--- src/rtl/memory_bus_serializer.sv ---
// Serializes a 32-bit CPU data-memory access onto an 8-bit pad bus, LSB-first, with a ready/valid stall.
// Optional MEMORY_BUS_SIZE_EN adds request_size to shorten the data phase to 1, 2 or 4 bytes.
module memory_bus_serializer #(
    parameter int ADDRESS_BYTES = 2,
    parameter int WAIT_CYCLES   = 1
) (
    input  logic        clock,
    input  logic        reset,
    input  logic        request_valid,
    output logic        request_ready,
    input  logic        request_write,
    input  logic [31:0] request_address,
    input  logic [31:0] request_write_data,
`ifdef MEMORY_BUS_SIZE_EN
    input  logic [1:0]  request_size,
`endif
    output logic        response_valid,
    output logic [31:0] response_read_data,
    output logic [7:0]  bus_address,
    output logic        bus_strobe,
    output logic        bus_write,
    output logic [7:0]  bus_data_out,
    output logic [7:0]  bus_data_oe,
    input  logic [7:0]  bus_data_in
);

    typedef enum logic [2:0] {
        IDLE    = 3'd0,
        ADDRESS = 3'd1,
        WAIT    = 3'd2,
        WRITE   = 3'd3,
        READ    = 3'd4,
        DONE    = 3'd5
    } state_t;

    localparam int WAIT_LAST_INT = (WAIT_CYCLES > 0) ? WAIT_CYCLES - 1 : 0;
    localparam logic [2:0] ADDR_LAST = 3'(ADDRESS_BYTES - 1);
    localparam logic [2:0] WAIT_LAST = 3'(WAIT_LAST_INT);

    state_t      state_reg;
    logic [2:0]  count_reg;
    logic        write_reg;
    logic [31:0] addr_reg;
    logic [31:0] wdata_reg;
    logic [31:0] asm_reg;
    logic [31:0] read_assembled;
    logic [2:0]  data_last;

`ifdef MEMORY_BUS_SIZE_EN
    logic [2:0]  data_last_reg;
    assign data_last = data_last_reg;
`else
    assign data_last = 3'd3;
`endif

    assign request_ready = (state_reg == IDLE);

    // Lane k of the assembly register takes the bus byte when the counter points at it.
    generate
        for (genvar gi = 0; gi < 4; gi++) begin : g_lane
            assign read_assembled[8*gi +: 8] = (count_reg[1:0] == 2'(gi)) ? bus_data_in
                                                                          : asm_reg[8*gi +: 8];
        end
    endgenerate

    always_ff @(posedge clock) begin
        if (reset) begin
            state_reg          <= IDLE;
            count_reg          <= '0;
            write_reg          <= 1'b0;
            addr_reg           <= '0;
            wdata_reg          <= '0;
            asm_reg            <= '0;
            response_valid     <= 1'b0;
            response_read_data <= '0;
            bus_address        <= '0;
            bus_strobe         <= 1'b0;
            bus_write          <= 1'b0;
            bus_data_out       <= '0;
            bus_data_oe        <= '0;
`ifdef MEMORY_BUS_SIZE_EN
            data_last_reg      <= 3'd3;
`endif
        end else begin
            // Bus outputs are registered: each branch loads the values for the next cycle.
            response_valid <= 1'b0;
            bus_address    <= '0;
            bus_strobe     <= 1'b0;
            bus_data_out   <= '0;
            bus_data_oe    <= '0;
            case (state_reg)
                IDLE: begin
                    bus_write <= 1'b0;
                    if (request_valid) begin
                        state_reg   <= ADDRESS;
                        count_reg   <= '0;
                        write_reg   <= request_write;
                        addr_reg    <= request_address >> 8;
                        wdata_reg   <= request_write_data;
                        asm_reg     <= '0;
                        bus_address <= request_address[7:0];
                        bus_strobe  <= 1'b1;
                        bus_write   <= request_write;
`ifdef MEMORY_BUS_SIZE_EN
                        case (request_size)
                            2'd0:    data_last_reg <= 3'd0;
                            2'd1:    data_last_reg <= 3'd1;
                            default: data_last_reg <= 3'd3;
                        endcase
`endif
                    end
                end
                ADDRESS: begin
                    if (count_reg == ADDR_LAST) begin
                        count_reg <= '0;
                        if (write_reg) begin
                            state_reg    <= WRITE;
                            bus_data_out <= wdata_reg[7:0];
                            bus_data_oe  <= 8'hFF;
                            wdata_reg    <= wdata_reg >> 8;
                        end else if (WAIT_CYCLES > 0) begin
                            state_reg <= WAIT;
                        end else begin
                            state_reg <= READ;
                        end
                    end else begin
                        count_reg   <= count_reg + 3'd1;
                        bus_address <= addr_reg[7:0];
                        bus_strobe  <= 1'b1;
                        addr_reg    <= addr_reg >> 8;
                    end
                end
                WAIT: begin
                    if (count_reg == WAIT_LAST) begin
                        count_reg <= '0;
                        state_reg <= READ;
                    end else begin
                        count_reg <= count_reg + 3'd1;
                    end
                end
                WRITE: begin
                    if (count_reg == data_last) begin
                        state_reg      <= DONE;
                        response_valid <= 1'b1;
                        bus_write      <= 1'b0;
                    end else begin
                        count_reg    <= count_reg + 3'd1;
                        bus_data_out <= wdata_reg[7:0];
                        bus_data_oe  <= 8'hFF;
                        wdata_reg    <= wdata_reg >> 8;
                    end
                end
                READ: begin
                    asm_reg <= read_assembled;
                    if (count_reg == data_last) begin
                        state_reg          <= DONE;
                        response_valid     <= 1'b1;
                        response_read_data <= read_assembled;
                        bus_write          <= 1'b0;
                    end else begin
                        count_reg <= count_reg + 3'd1;
                    end
                end
                DONE: begin
                    state_reg <= IDLE;
                    bus_write <= 1'b0;
                end
                default: begin
                    state_reg <= IDLE;
                    bus_write <= 1'b0;
                end
            endcase
        end
    end

endmodule

--- config.mk ---
export PLATFORM = sky130hd
export DESIGN_NAME = memory_bus_serializer
export DESIGN_NICKNAME = d
export VERILOG_FILES = /design/src/rtl/memory_bus_serializer.sv
export SDC_FILE = /design/constraint.sdc
export NUM_CORES = 1
export LEC_CHECK = 0
export CAP_MARGIN = 20
export CORE_ASPECT_RATIO = 0.75
export CORE_MARGIN = 1.5
export CORE_UTILIZATION = 40
export DETAILED_ROUTE_END_ITERATION = 10
export GPL_TIMING_DRIVEN = 0
export PLACE_DENSITY = 0.73
export REMOVE_ABC_BUFFERS = 1
export SLEW_MARGIN = 10
export SYNTH_ARGS = -nofsm -noshare
export SYNTH_HDL_FRONTEND = slang
export SYNTH_SLANG_ARGS = --single-unit
--- constraint.sdc ---
create_clock -name clock -period 1.63 [get_ports clock]
set_input_delay 0.326 -clock clock [delete_from_list [all_inputs] [get_ports clock]]
set_output_delay 0.326 -clock clock [all_outputs]
set_load 0.05 [all_outputs]
==> qor_table.md <==
| Quantity | This run |
|---|---|
| Clock tree from TritonCTS | done |
| Number of rows in the core area | 39 |
| Max Cap Violations | 0 |
| Die Y-Extent | 112 um |
| Number of DRC violations after detailed routing | 0 |
| Cell type group with the largest total delay on the critical path | compound AO/OA/AOI/OAI gates |
| Remaining global-route overflow | 0 |
| Crit Path Max Fanout | 7 |
| Count of buffer and inverter cells on the critical path | 1 |
| Total placed cells including tap cells | 992 |
| Type of element capturing the critical path | flop |
| Die area | 16700 um^2 |
| Sequential-to-total area share from yosys stat | 46.2% |
| Achievable frequency | 0.544 GHz |
| HPWL after detailed placement | 10300 um |
| Yosys top cell area share | 46.2% |
| Share of final-layout standard cells stronger than drive strength 1 | 29.3% |
| Violations in the final reports | setup timing |
| Net count reported at finish | 968 |
| Number of pins with negative max-slew slack in the final report | 0 |
| Number of filler instances in the final layout | 1250 |
| Inserted Clock Buffers | 17 |
| Initial antenna violation count | 0 |
| Vias | 6173 |
| Arrival time of data at the critical path endpoint | 2.16 ns |
| Final worst-path cycle share | 113% |
| Main area contributors after synthesis | sky130_fd_sc_hd__dfxtp_1 (46%), sky130_fd_sc_hd__nand2_1 (5.8%), sky130_fd_sc_hd__a311oi_1 (5.5%) |
| Sink count of the clock tree | 147 |
| Area of the core | 15400 um^2 |
| Leading cell type by number of instances after synthesis | sky130_fd_sc_hd__dfxtp_1 |
| Library cells used by synthesis | 55 |
| DRT Wirelength | 20200 um |
| 1st-iter DRT viols | 449 |
| Final Worst Setup Slack | -0.208 ns |
| Pin count of the biggest net entering global routing | 101 |
| Most numerous cell types in the synthesized netlist | sky130_fd_sc_hd__dfxtp_1 (147), sky130_fd_sc_hd__nand2_1 (99), sky130_fd_sc_hd__nor2_1 (79), sky130_fd_sc_hd__a311oi_1 (40), sky130_fd_sc_hd__mux2i_1 (34) |
| Crit path required time | 1.95 ns |
| Post-Route Setup TNS | -5.83 ns |
| Kind of critical path | flop to flop |
| Leakage power of the design | 0.00357 uW |
| Clock transition at the register clock pins on the worst setup and hold paths after CTS | 0.06 ns |
| Global-route wire length before repair | 29400 um |
| Average cell area after synthesis | 8.96 um^2 |
| H-tree depth | 4 |
| Initial Utilization | 41.4% |
| Final total power | 14600 uW |
| Status | complete, but fails checks |
| Worst Setup Slack post-DPL | -1.28 ns |
| Final Non-Filler Cells | 1102 |
| DRT antenna net count | 0 |
| Via density per instance | 5.60 |
| Number of enable-type register cells in the synthesized netlist | 0 |
| CTS Buffer Depth | 2 |
| Synth async-reset ratio | 0% |
| Later-pin clock latency in the skew report | 0.43 ns |
| Total number of yosys warnings | 0 |
| Cells along the critical path | buf_6, ha_4, ha_4, a21o_1, a211oi_4, nor3_2, a31o_2 |
| Die outline width | 149 um |
| Slowest stage cell on the critical path | sky130_fd_sc_hd__dfxtp_4 |
| Final setup vio count | 93 |
| Number of port buffers | 135 |
| Max-slew headroom at the worst pin | 65.6% |
| Setup repair after global routing missed its margin | true |
| Gr usage total | 22.5% |
| Leading register cell type out of synthesis | sky130_fd_sc_hd__dfxtp_1 |
| Pre-Repair DR Iteration Count | 5 |
| Max Clock Skew | 0.00801 ns |
| Largest area contributor in the netlist | sky130_fd_sc_hd__dfxtp_1 |
| Io pins | 136 |
| Area growth from synthesis to final layout | 53.0% |
| Crit path launch type | flop |
| WL per Instance | 18.4 um |
| Routability cong. | 0.777 |
| PwrDens | 1500 nW/um^2 |
| Antenna cell count | 0 |
| Share of the core filled with cells | 63.3% |
| Largest voltage drop on the vdd net | 0.863 mV |
| Min Clock Period, post-route | 1.84 ns |
| Netlist area before placement | 6360 um^2 |
| Final hold violation count | 0 |
| Total of flip-flops plus latches after synthesis | 147 |
| Delay of the slowest cell on the worst path | 0.36 ns |
| CP most frequent cell | sky130_fd_sc_hd__ha_4 |
| Root cell of the clock tree | sky130_fd_sc_hd__clkbuf_16 |
| Path category of the worst min-delay check | input pin to flop |
| Actual slew at the worst max-slew pin | 0.518 ns |
| R2R setup slack | -0.21 ns |
| Cells after Synth | 710 |
| Via count of the first global-routing pass | 5672 |
==> cell families (layout without fill, tap and decap cells) <==
family | after synthesis | count (layout) | synth area share, %
compound gates | 161 | 164 | 20.6
flops | 147 | 147 | 46.2
fa+ha+maj | 6 | 6 | 1.18
simple gates | 263 | 268 | 18.9
mux | 35 | 35 | 5.70
buf+inv | 98 | 277 | 7.39
==> metrics by stage <==
stage | area [um^2] | hold WS (ns)
floorplan | 6010 | 0.395
global placement | 7610 | 0.436
detailed placement | 7790 | 0.443
CTS | 9260 | 0.227
global route | 9740 | 0.252
finish | 9740 | 0.233
==> worst paths after layout <==
path,end,cells after the start,start
max,count_reg[2]$_SDFFE_PP0P_,7,count_reg[1]$_SDFFE_PP0P_
min,asm_reg[22]$_SDFFE_PP0P_,2,reset
max reg2reg,count_reg[2]$_SDFFE_PP0P_,7,count_reg[1]$_SDFFE_PP0P_
min reg2reg,bus_data_out[6]$_SDFF_PP0_,1,wdata_reg[6]$_SDFFE_PP0P_
==> power by group <==
part,internal (uW),total [uW],switching (uW),leakage [uW]
clock,2510,4050,1540,0.000285
sequential,4160,4550,389,0.00120
combinational,2730,5970,3240,0.00208
total,9400,14600,5170,0.00357
==> repair_timing <==
| action | CTS | global route |
|---|---|---|
| pin swaps | 52 | 40 |
| buffers inserted | 46 | 22 |
| resized for setup | 187 | 119 |
| hold buffers | 0 | 0 |
| endpoints found under the setup margin | 207 | 171 |
| gates cloned | 9 | 4 |
==> cell type report <==
type                    instances  area, um^2  share of cell area (%)
multi-input cells             473        3640                    37.3
flip-flops and latches        147        2960                    30.4
repair buffers                217        2160                    22.2
clock buffers                  22         474                    4.87
well taps                     205         256                    2.63
clock inverters                 8         126                    1.30
inverters                      30         119                    1.22
==> layer usage <==
layer	GRT usage (%)	wire length, um	vias up
met3	7.20	1640	30
met5	0	0	-
met1	30.2	9110	2972
met2	34.5	9210	249
li1	-	-	2922
met4	6.53	284	0
==> worst reg2reg max path: stages (launching register included) <==
cell and delay [ns]:
sky130_fd_sc_hd__dfxtp_4 0.36, sky130_fd_sc_hd__buf_6 0.13, sky130_fd_sc_hd__ha_4 0.17, sky130_fd_sc_hd__ha_4 0.19
sky130_fd_sc_hd__a21o_1 0.21, sky130_fd_sc_hd__a211oi_4 0.36, sky130_fd_sc_hd__nor3_2 0.09, sky130_fd_sc_hd__a31o_2 0.23
==> placed cells by master, fill, tap and decap left out, drive strengths merged, types with 3 or more instances in the layout <==
cell	instances
clkbuf	39
a211oi	34
a21oi	16
and2	10
o21a	5
mux2i	35
clkdlybuf4s50	74
ha	6
o32ai	25
nor3	30
nand3	16
nor2b	5
clkdlybuf4s18	4
nand2	103
o211a	4
bufinv	3
nand2b	5
nor2	80
dlygate4sd2	15
a311oi	40
buf	86
inv	30
clkdlybuf4s15	21
nor3b	4
nor4	4
dfxtp	147
a22oi	23
clkinvlp	4
o21ai	3
No activity file was read; power rests on OpenSTA's default activity.
